### src/rtl/rv32_pkg.sv
// Shared RV32I issue-stage types and constants.
// Opcode values, ALU op encoding and the EX-stage bundle.
package rv32_pkg;

  localparam int XLEN     = 32;
  localparam int NUM_REGS = 32;

  localparam logic [6:0] OPC_OP     = 7'b0110011;
  localparam logic [6:0] OPC_OP_IMM = 7'b0010011;

  typedef enum logic [3:0] {
    ALU_ADD  = 4'b0000,
    ALU_SLL  = 4'b0001,
    ALU_SLT  = 4'b0010,
    ALU_SLTU = 4'b0011,
    ALU_XOR  = 4'b0100,
    ALU_SRL  = 4'b0101,
    ALU_OR   = 4'b0110,
    ALU_AND  = 4'b0111,
    ALU_SUB  = 4'b1000,
    ALU_SRA  = 4'b1101
  } alu_op_t;

  typedef struct packed {
    logic            valid;
    logic [4:0]      rd;
    logic [XLEN-1:0] a;
    logic [XLEN-1:0] b;
    alu_op_t         op;
  } ex_stage_t;

endpackage

### src/rtl/alu_issue_if.sv
// Instruction handshake, ALU bus and writeback signals
// of the ALU issue stage.
interface alu_issue_if;

  logic        i_instr_valid;
  logic        o_instr_ready;
  logic [31:0] i_instr;
  logic        i_stall;
  logic [31:0] o_operand_A;
  logic [3:0]  o_operation;
  logic [31:0] o_operand_B;
  logic [31:0] i_result;
  logic        o_wb_valid;
  logic [4:0]  o_wb_rd;
  logic [31:0] o_wb_data;
  logic        o_illegal;

  modport master (
    output i_instr_valid, i_instr, i_stall, i_result,
    input  o_instr_ready, o_operand_A, o_operation,
    input  o_operand_B, o_wb_valid, o_wb_rd,
    input  o_wb_data, o_illegal
  );

  modport slave (
    input  i_instr_valid, i_instr, i_stall, i_result,
    output o_instr_ready, o_operand_A, o_operation,
    output o_operand_B, o_wb_valid, o_wb_rd,
    output o_wb_data, o_illegal
  );

endinterface

### src/rtl/reg_file.sv
// Architectural register file: 2 async reads, 1 sync write.
// x0 reads as zero and is never written.
module reg_file #(
  parameter int XLEN     = 32,
  parameter int NUM_REGS = 32,
  parameter int AW       = $clog2(NUM_REGS)
) (
  input  logic            clk,
  input  logic            rst_n,
  input  logic [AW-1:0]   ra1,
  input  logic [AW-1:0]   ra2,
  output logic [XLEN-1:0] rd1,
  output logic [XLEN-1:0] rd2,
  input  logic            we,
  input  logic [AW-1:0]   wa,
  input  logic [XLEN-1:0] wd
);

  logic [XLEN-1:0] mem [NUM_REGS];

  // Clear all registers on reset; write port ignores x0.
  always_ff @(posedge clk or negedge rst_n) begin
    if (!rst_n) begin
      for (int i = 0; i < NUM_REGS; i++)
        mem[i] <= '0;
    end else if (we && wa != '0) begin
      mem[wa] <= wd;
    end
  end

  assign rd1 = (ra1 == '0) ? '0 : mem[ra1];
  assign rd2 = (ra2 == '0) ? '0 : mem[ra2];

endmodule

### src/rtl/alu_issue.sv
// Issue/writeback stage around the external RV32I ALU.
// Decodes OP/OP-IMM, forwards EX->ID, commits one cycle later.
module alu_issue
  import rv32_pkg::*;
(
  input  logic      i_clk,
  input  logic      i_rst_n,
  alu_issue_if.slave bus
);

  logic [31:0] instr;
  logic [6:0]  opc;
  logic [6:0]  f7;
  logic [2:0]  f3;
  logic [4:0]  rd;
  logic [4:0]  rs1;
  logic [4:0]  rs2;

  assign instr = bus.i_instr;
  assign opc   = instr[6:0];
  assign rd    = instr[11:7];
  assign f3    = instr[14:12];
  assign rs1   = instr[19:15];
  assign rs2   = instr[24:20];
  assign f7    = instr[31:25];

  logic is_op;
  logic is_imm;
  logic is_shift;
  logic legal;
  logic xfer;
  logic cmt;

  assign is_op    = (opc == OPC_OP);
  assign is_imm   = (opc == OPC_OP_IMM);
  assign is_shift = (f3 == 3'b001) || (f3 == 3'b101);
  assign xfer     = bus.i_instr_valid && !bus.i_stall;

  ex_stage_t ex;
  ex_stage_t dec;

  logic [31:0] rf1;
  logic [31:0] rf2;
  logic [31:0] a_val;
  logic [31:0] b_val;
  logic [31:0] imm;
  logic [31:0] b_raw;

  assign cmt = ex.valid && !bus.i_stall;

  reg_file #(
    .XLEN(XLEN),
    .NUM_REGS(NUM_REGS)
  ) u_rf (
    .clk  (i_clk),
    .rst_n(i_rst_n),
    .ra1  (rs1),
    .ra2  (rs2),
    .rd1  (rf1),
    .rd2  (rf2),
    .we   (cmt),
    .wa   (ex.rd),
    .wd   (bus.i_result)
  );

  // Legality of the incoming encoding.
  always_comb begin
    legal = 1'b0;
    unique case (1'b1)
      is_op: begin
        legal = (f7 == 7'b0000000) ||
                ((f7 == 7'b0100000) &&
                 (f3 == 3'b000 || f3 == 3'b101));
      end
      is_imm: begin
        if (f3 == 3'b001)
          legal = (f7 == 7'b0000000);
        else if (f3 == 3'b101)
          legal = (f7 == 7'b0000000) ||
                  (f7 == 7'b0100000);
        else
          legal = 1'b1;
      end
      default: legal = 1'b0;
    endcase
  end

  // The in-flight EX result shadows the regfile.
  assign a_val =
    (rs1 == 5'd0) ? 32'd0 :
    (ex.valid && ex.rd != 5'd0 && ex.rd == rs1) ?
      bus.i_result : rf1;

  assign b_val =
    (rs2 == 5'd0) ? 32'd0 :
    (ex.valid && ex.rd != 5'd0 && ex.rd == rs2) ?
      bus.i_result : rf2;

  assign imm   = {{20{instr[31]}}, instr[31:20]};
  assign b_raw = is_op ? b_val : imm;

  // Build the EX bundle; shift amounts are masked to 5 bits.
  always_comb begin
    dec       = '0;
    dec.valid = 1'b1;
    dec.rd    = rd;
    dec.a     = a_val;
    dec.b     = is_shift ? {27'd0, b_raw[4:0]} : b_raw;
    dec.op    = alu_op_t'({
                  is_op ? instr[30]
                        : ((f3 == 3'b101) && instr[30]),
                  f3});
  end

  logic        wb_valid;
  logic [4:0]  wb_rd;
  logic [31:0] wb_data;
  logic        illegal;

  // EX load/hold/bubble, writeback report and illegal pulse.
  always_ff @(posedge i_clk or negedge i_rst_n) begin
    if (!i_rst_n) begin
      ex       <= '0;
      wb_valid <= 1'b0;
      wb_rd    <= '0;
      wb_data  <= '0;
      illegal  <= 1'b0;
    end else begin
      if (!bus.i_stall) begin
        if (xfer && legal)
          ex <= dec;
        else
          ex <= '0;
      end
      illegal  <= xfer && !legal;
      wb_valid <= cmt;
      if (cmt) begin
        wb_rd   <= ex.rd;
        wb_data <= bus.i_result;
      end
    end
  end

  assign bus.o_instr_ready = !bus.i_stall;
  assign bus.o_operand_A   = ex.a;
  assign bus.o_operand_B   = ex.b;
  assign bus.o_operation   = ex.op;
  assign bus.o_wb_valid    = wb_valid;
  assign bus.o_wb_rd       = wb_rd;
  assign bus.o_wb_data     = wb_data;
  assign bus.o_illegal     = illegal;

endmodule

### src/flat_wrapper.sv
// flat-port wrapper written by rule: the top's interface ports become plain ports
module alu_issue_flat import rv32_pkg::*;
  (i_clk, i_rst_n, bus_i_instr_valid, bus_i_instr, bus_i_stall, bus_i_result, bus_o_instr_ready, bus_o_operand_A, bus_o_operation, bus_o_operand_B, bus_o_wb_valid, bus_o_wb_rd, bus_o_wb_data, bus_o_illegal);
  alu_issue_if bus_i ();
  input  logic i_clk;
  input  logic i_rst_n;
  input wire logic [$bits(bus_i.i_instr_valid)-1:0] bus_i_instr_valid;
  input wire logic [$bits(bus_i.i_instr)-1:0] bus_i_instr;
  input wire logic [$bits(bus_i.i_stall)-1:0] bus_i_stall;
  input wire logic [$bits(bus_i.i_result)-1:0] bus_i_result;
  output wire logic [$bits(bus_i.o_instr_ready)-1:0] bus_o_instr_ready;
  output wire logic [$bits(bus_i.o_operand_A)-1:0] bus_o_operand_A;
  output wire logic [$bits(bus_i.o_operation)-1:0] bus_o_operation;
  output wire logic [$bits(bus_i.o_operand_B)-1:0] bus_o_operand_B;
  output wire logic [$bits(bus_i.o_wb_valid)-1:0] bus_o_wb_valid;
  output wire logic [$bits(bus_i.o_wb_rd)-1:0] bus_o_wb_rd;
  output wire logic [$bits(bus_i.o_wb_data)-1:0] bus_o_wb_data;
  output wire logic [$bits(bus_i.o_illegal)-1:0] bus_o_illegal;
  assign bus_i.i_instr_valid = bus_i_instr_valid;
  assign bus_i.i_instr = bus_i_instr;
  assign bus_i.i_stall = bus_i_stall;
  assign bus_i.i_result = bus_i_result;
  assign bus_o_instr_ready = bus_i.o_instr_ready;
  assign bus_o_operand_A = bus_i.o_operand_A;
  assign bus_o_operation = bus_i.o_operation;
  assign bus_o_operand_B = bus_i.o_operand_B;
  assign bus_o_wb_valid = bus_i.o_wb_valid;
  assign bus_o_wb_rd = bus_i.o_wb_rd;
  assign bus_o_wb_data = bus_i.o_wb_data;
  assign bus_o_illegal = bus_i.o_illegal;
  alu_issue u_core (.i_clk(i_clk), .i_rst_n(i_rst_n), .bus(bus_i));
endmodule
### config.mk
export PLATFORM = sky130hd
export DESIGN_NAME = alu_issue_flat
export DESIGN_NICKNAME = d
export VERILOG_FILES = /design/src/rtl/rv32_pkg.sv /design/src/rtl/alu_issue_if.sv /design/src/rtl/reg_file.sv /design/src/rtl/alu_issue.sv /design/src/flat_wrapper.sv
export SDC_FILE = /design/constraint.sdc
export NUM_CORES = 2
export LEC_CHECK = 0
export BUFFER_PORTS_ARGS = -buffer_cell sky130_fd_sc_hd__clkbuf_2
export CORE_ASPECT_RATIO = 1.2
export CORE_MARGIN = 10
export CORE_UTILIZATION = 57
export DETAILED_ROUTE_END_ITERATION = 8
export GPL_TIMING_DRIVEN = 0
export PLACE_DENSITY = 0.81
export SETUP_SLACK_MARGIN = 0.4
export SLEW_MARGIN = 15
export SYNTH_ARGS = -nofsm -noshare
export SYNTH_HDL_FRONTEND = slang
export SYNTH_HIERARCHICAL = 1
export SYNTH_SLANG_ARGS = --single-unit
### constraint.sdc
create_clock -name i_clk -period 2.55 [get_ports i_clk]
set_input_delay 0.3825 -clock i_clk [delete_from_list [all_inputs] [get_ports i_clk]]
set_output_delay 0.3825 -clock i_clk [all_outputs]
set_load 0.02 [all_outputs]
# After elaboration in Yosys (flattened, before gate mapping)

Cells that the tools add are included.

Magnitude comparators: 4
Equal/unequal tests: 7
Muxes and demuxes: 20
Bitwise gates (word level): 3
Reductions and logical operators: 22

Operators by type and width:

| operator                                                   | count |
|---|---|
| bitwise mux 1024 bit                                       | 1 |
| two-way mux 32 bit                                         | 11 |
| binary-select mux 32 bit (select 5 bit)                    | 2 |
| demux 32 bit (select 5 bit)                                | 1 |
| two-way mux 74 bit                                         | 1 |
| greater-or-equal comparator 6 bit, second input constant   | 3 |
| inverter 5 -> 6 bit                                        | 3 |
| equality test 7 x 6 -> 1 bit, second input constant        | 2 |
| logical AND 1 bit                                          | 11 |
| equality test 5 bit                                        | 2 |
| logical NOT 5 bit                                          | 2 |
| equality test 7 x 5 -> 1 bit, second input constant        | 1 |
| logical NOT 7 bit                                          | 1 |
| less-than comparator 6 x 1 -> 1 bit, second input constant | 1 |
| nonzero test 5 bit                                         | 1 |
| logical OR 1 bit                                           | 4 |
| equality test 3 x 1 -> 1 bit, second input constant        | 1 |
| equality test 3 bit, second input constant                 | 1 |
| logical NOT 3 bit                                          | 1 |
| two-way mux 1 bit                                          | 3 |
| logical NOT 1 bit                                          | 2 |
| case mux 1 bit (2 select lines)                            | 1 |

Register bits after elaboration: 1137
Word-level logic and storage cells: 97

# Logic depth before layout (Yosys ltp)

Word-level depth: 9
Depth in mapped cells: 11

# Cells and area by module

Netlist, hierarchy kept.

Modules (own cells, without submodules):

| module    | instances | cells each | area each (um^2) | seq. area each (um^2) |
|---|---|---|---|---|
| reg_file  | 1         | 3538       | 54054.3          | 25624.6 |
| alu_issue | 1         | 504        | 5655.4           | 2827.7 |

# Worst setup path after synthesis

Ideal clock, no wire load.

Path type: input port to flip-flop
From: input bus_i_stall
To: register u_core/u_rf/mem[641] (netlist name)
Library setup time: 0.125 ns
Data arrival time: 2.623 ns
Data required time: 2.425 ns
Path slack: -0.198 ns
Stages: 11
Path buffers: 4
Cells stage by stage: inv_1 nand2_1 clkbuf_1 clkbuf_1 inv_1 nand2b_1 nor3b_1 nor2b_1 clkbuf_1 buf_2 mux2_2

Cells in the longest elaborated chain, start to end: 3

Ends and longest elaborated chain:

| item                            | RTL line          | RTL |
|---|---|---|
| from (decl)                     | flat_wrapper.sv:9 | `input wire logic [$bits(bus_i.i_stall)-1:0] bus_i_stall;` |
| logical NOT 1 bit               | alu_issue.sv:49   | `assign cmt = ex.valid && !bus.i_stall;` |
| logical AND 1 bit               | alu_issue.sv:49   |  |
| named net u_core.cmt            | alu_issue.sv:32   | `logic cmt;` |
| logical AND 1 bit               | reg_file.sv:26    | `end else if (we && wa != '0) begin` |
| to (signal, indexed assignment) | reg_file.sv:27    | `mem[wa] <= wd;` |
| to (decl)                       | reg_file.sv:19    | `logic [XLEN-1:0] mem [NUM_REGS];` |

The timed path passes the listed nets, and every way through them passes these cells.
A chain may end at the register's enable or synchronous reset.

# Final worst setup path

From: input bus_i_instr[20]
To: register u_core.ex, in the netlist u_core/bus.o_operand_B[16]

Cells in the longest elaborated chain, start to end: 9

Ends and longest elaborated chain:

| item                                                  | RTL line          | RTL |
|---|---|---|
| from (decl)                                           | flat_wrapper.sv:8 | `input wire logic [$bits(bus_i.i_instr)-1:0] bus_i_instr;` |
| inverter 5 -> 6 bit (not written as such)             | reg_file.sv:32    | `assign rd2 = (ra2 == '0) ? '0 : mem[ra2];` |
| binary-select mux 32 bit (select 5 bit)               | reg_file.sv:32    |  |
| two-way mux 32 bit (not written as such) (2 in a row) | reg_file.sv:32    |  |
| named net u_core.rf2[16]                              | alu_issue.sv:43   | `logic [31:0] rf2;` |
| two-way mux 32 bit                                    | alu_issue.sv:96   | `(ex.valid && ex.rd != 5'd0 && ex.rd == rs2) ?` |
| two-way mux 32 bit                                    | alu_issue.sv:95   | `(rs2 == 5'd0) ? 32'd0 :` |
| two-way mux 32 bit                                    | alu_issue.sv:100  | `assign b_raw = is_op ? b_val : imm;` |
| two-way mux 32 bit                                    | alu_issue.sv:108  | `dec.b = is_shift ? {27'd0, b_raw[4:0]} : b_raw;` |
| two-way mux 74 bit                                    | alu_issue.sv:130  | `if (xfer && legal)` |
| to (signal assigned)                                  | alu_issue.sv:123  | `ex <= '0;` |
| to (signal assigned)                                  | alu_issue.sv:131  | `ex <= dec;` |
| to (signal assigned)                                  | alu_issue.sv:133  | `ex <= '0;` |
| to (decl)                                             | alu_issue.sv:39   | `ex_stage_t ex;` |

The timed path passes the listed nets, and every way through them passes these cells. The select of a mux whose other input is x is not followed.

==> impl_metrics.json <==
{
  "outcome": "finished, violations left",
  "violations": "DRC, hold timing",
  "die_width_um": 315,
  "cp_max_fo": 11,
  "worst_slew_pin_slew_ps": 1340,
  "drc": 45,
  "p_per_area_nw_per_um2": 547,
  "ir_drop_mv": 0.589,
  "clockBufferDepth": 3,
  "p_leak_nw": 34.1,
  "cts.clk_slew.worst_paths_ps": 70,
  "clk_latency_ps": 770,
  "drive_gt1_share_pct": 57.4,
  "gp_congestion": 1.04,
  "r2r_start": "u_core/ex[69]",
  "multiInputGateArea_um2": 30800,
  "hold_ws_ps": -288,
  "tritoncts": "built",
  "cp.arrival_ps": 3080,
  "drt_wl_total_mm": 246,
  "min_period_ps": 2520,
  "numCtsBuffers": 114,
  "cp.required_ps": 3110,
  "layout.area.seq_um2": 28500,
  "grt_use_total_pct": 38.2,
  "firstDrtPassIters": 9,
  "antenna_found_initial": 28,
  "initial_core_util_pct": 57.2,
  "ant_nets": 0,
  "grt_overflow": 0,
  "worst-r2r-cell-count": 5,
  "ys_seq_area_share_pct": 47.7,
  "cts.sinks": 1137,
  "report.final.slew_viol_count": 0,
  "critPathKind": "input port to flop",
  "setup_viol": 0,
  "nFillCells": 6302,
  "wl_per_cell_um": 40.8,
  "synth_flop_cell": "dfrtp_1",
  "r2r_setup_slack_ps": 100,
  "cp_common_cell": "clkbuf_2",
  "root_buffer": "clkbuf_16",
  "syn_to_final_growth_pct": 23.0,
  "vias_per_cell": 7.67,
  "port_buffers": 175,
  "slew_headroom_pct": 10.6,
  "crit_slowest_cell": "clkbuf_2",
  "core_area_um2": 104000,
  "dr_total_vias": 46200,
  "critPathCaptureType": "flop",
  "die_y_um": 375,
  "ys_warn_count": 6,
  "cp_slowest_stage_delay_ps": 450,
  "drtIter0Drc": 7303,
  "grt_pass1_vias": 45600,
  "synthCells": 4042,
  "synth.cell_area_um2": 59700,
  "period_share_pct": 99.0,
  "nets": 4591,
  "start_kind": "input port",
  "grt_max_degree": 100,
  "timing.rr.end": "u_core/u_rf/mem[498]",
  "avgSynthCellArea_um2": 14.8,
  "rows": 130,
  "ios": 176,
  "cts_htree_levels": 3,
  "holdCritPathClass": "input port to asynchronous set/reset pin",
  "synth_nets": 4110,
  "max_cap_violations": 0,
  "rsz0062_at_grt": "yes",
  "setup_tns_ps": 0,
  "hold_violations": 334,
  "ys_async_sr_fraction_pct": 100,
  "final_util_pct": 70.3,
  "synth.distinct_cells": 58,
  "dp_hpwl_mm": 151,
  "fin_skew_ps": 39.1,
  "max_freq_mhz": 396,
  "critical_path.cell_chain": "clkbuf_2 > buf_2 > buf_4 > nand3_2 > clkbuf_2 > o22ai_1 > nor3_2 > mux2i_1 > o211ai_1",
  "ys_ff_latch": 1137,
  "die-area_um2": 118000,
  "synth-edff-count": 0,
  "grt_pass1_wl_mm": 324
}
Yosys cell counts, types with 2 or more instances:
| cell type | n | area [um^2] |
|---|---|---|
| a22oi_1 | 24 | 180 |
| o211ai_1 | 21 | 158 |
| buf_2 | 117 | 586 |
| nor3b_1 | 2 | 15.0 |
| o21ai_0 | 31 | 155 |
| a21oi_1 | 12 | 60.1 |
| and2b_2 | 2 | 17.5 |
| mux4_2 | 459 | 10300 |
| nor2_1 | 20 | 75.1 |
| nor3_1 | 56 | 280 |
| nand4_1 | 4 | 25.0 |
| nor4_1 | 14 | 87.6 |
| a31o_2 | 2 | 17.5 |
| buf_6 | 24 | 270 |
| o221ai_1 | 8 | 70.1 |
| xnor2_1 | 8 | 70.1 |
| a211oi_1 | 12 | 90.1 |
| o21ai_1 | 8 | 40.0 |
| nand2b_1 | 13 | 81.3 |
| clkbuf_1 | 235 | 882 |
| and2_1 | 3 | 18.8 |
| mux2i_1 | 229 | 2290 |
| mux2_2 | 1052 | 11800 |
| buf_1 | 59 | 221 |
| buf_4 | 83 | 623 |
| xor2_1 | 2 | 17.5 |
| nand4b_1 | 4 | 35.0 |
| a2111oi_0 | 60 | 526 |
| nand2_1 | 99 | 372 |
| nand3_1 | 4 | 20.0 |
| dfrtp_1 | 1137 | 28500 |
| a22o_1 | 61 | 534 |
| or3b_2 | 2 | 17.5 |
| a32o_1 | 9 | 90.1 |
| or4_1 | 3 | 22.5 |
| or3_1 | 4 | 25.0 |
| a31oi_1 | 3 | 18.8 |
| nor2b_1 | 25 | 156 |
| a221oi_1 | 2 | 17.5 |
| mux2_1 | 6 | 67.6 |
| inv_1 | 5 | 18.8 |
| o22ai_1 | 102 | 638 |
critical path: cells and delay by family:
family / cells / cell delay [ps]
buffers and inverters: 4 / 1430
AND/OR/NAND/NOR: 2 / 520
AO/OA/AOI/OAI: 2 / 480
multiplexers: 1 / 260
layer usage:
layer | routed length, um | track usage [%]
met5 | 849 | 2.56
met4 | 24800 | 28.0
met3 | 40900 | 19.2
met2 | 102000 | 54.2
met1 | 76700 | 44.0
flip-flops by register name (all words and copies together), names as in the netlist:
| register | flops |
|---|---|
| u_core/u_rf/mem | 1024 |
| u_core/bus.o_wb_rd | 5 |
| u_core/bus.o_illegal | 1 |
| u_core/bus.o_wb_valid | 1 |
| u_core/bus.o_operand_B | 32 |
| u_core/bus.o_operation | 4 |
| u_core/bus.o_wb_data | 32 |
| u_core/bus.o_operand_A | 32 |
| u_core/ex | 6 |
kinds of logic (layout without fill, tap and decap cells):
group,after synthesis,after routing,share of synthesized area (%)
AND/OR/NAND/NOR,266,266,2.27
buffers and inverters,525,1101,4.39
AO/OA/AOI/OAI,358,358,4.44
flip-flops,1137,1137,47.7
XOR/XNOR,10,10,0.147
other,0,19,0
multiplexers,1746,1746,41.1
report_power, final:
| group | leakage [nW] | internal, mW | switching (mW) |
|---|---|---|---|
| Sequential | 15.9 | 18.1 | 0.0128 |
| Clock | 2.01 | 10.7 | 7.65 |
| Combinational | 16.2 | 1.12 | 2.61 |
worst max-delay path by stage:
| stage | startpoint | end | slack (ps) | depth (start not counted) |
|---|---|---|---|---|
| after floorplan | bus_i_instr[27] | u_core/bus.o_operand_B[0] | 180 | 6 |
| after global placement | i_rst_n | u_core/u_rf/mem[136] | -26450 | 1 |
| after detailed placement | bus_i_instr[16] | u_core/bus.o_operand_A[20] | -1920 | 10 |
| after CTS | u_core/u_rf/mem[526] | u_core/bus.o_operand_A[14] | 280 | 6 |
| after global routing | bus_i_instr[16] | u_core/bus.o_operand_A[30] | 50 | 10 |
| final | bus_i_instr[20] | u_core/bus.o_operand_B[16] | 30 | 9 |
layout make-up:
cell class                      count  area share (%)
Multi-Input combinational cell   2380            41.9
Sequential cell                  1137            38.7
Buffer                            518            6.68
Clock buffer                      170            4.79
Timing Repair Buffer              366            4.62
Tap cell                         1386            2.36
Clock inverter                     41           0.770
Antenna cell                       19          0.0647
Inverter                            6          0.0579
stage by stage:
step	setup slack [ps]	hold slack, ps	cell area, um^2	cells	total power, mW
floorplan	181	86.9	60100	4042	19.7
global placement	-26450	453	62700	5603	21.3
detailed placement	-1920	464	63100	5623	21.3
CTS	276	-311	70500	5915	39.6
global route	53.3	-256	73400	6010	40.9
finish	25.5	-288	73500	6023	40.2
cell usage in the layout, fill, tap and decap left out, drive strengths merged, types with 3 or more instances in the layout:
master       count
inv              6
nand4            4
buf            452
a211oi          12
a32o             9
dfrtp         1137
or4              4
o22ai          102
and2             4
o221ai           8
nand4b           4
a22oi           24
nand2           99
mux4           459
a31oi            3
o21ai           39
a21oi           12
dlygate4sd3     16
clkinv          21
bufbuf           3
clkinvlp         8
nand2b          13
or3              5
nand3            4
diode           19
a22o            61
nor4            14
nor2            20
mux2i          229
clkbuf         583
xnor2            8
nor3            56
a2111oi         60
nor2b           25
bufinv          12
mux2          1058
o211ai          21
timing repair:
item,4_1_cts,5_1_grt
gates cloned,7,21
resized for setup,769,481
endpoints found under the setup margin,1062,1069
hold endpoints to repair,82,66
setup buffers,59,66
pin swaps,43,48
hold buffers,15,3
Power figures use the tool's default switching activity.
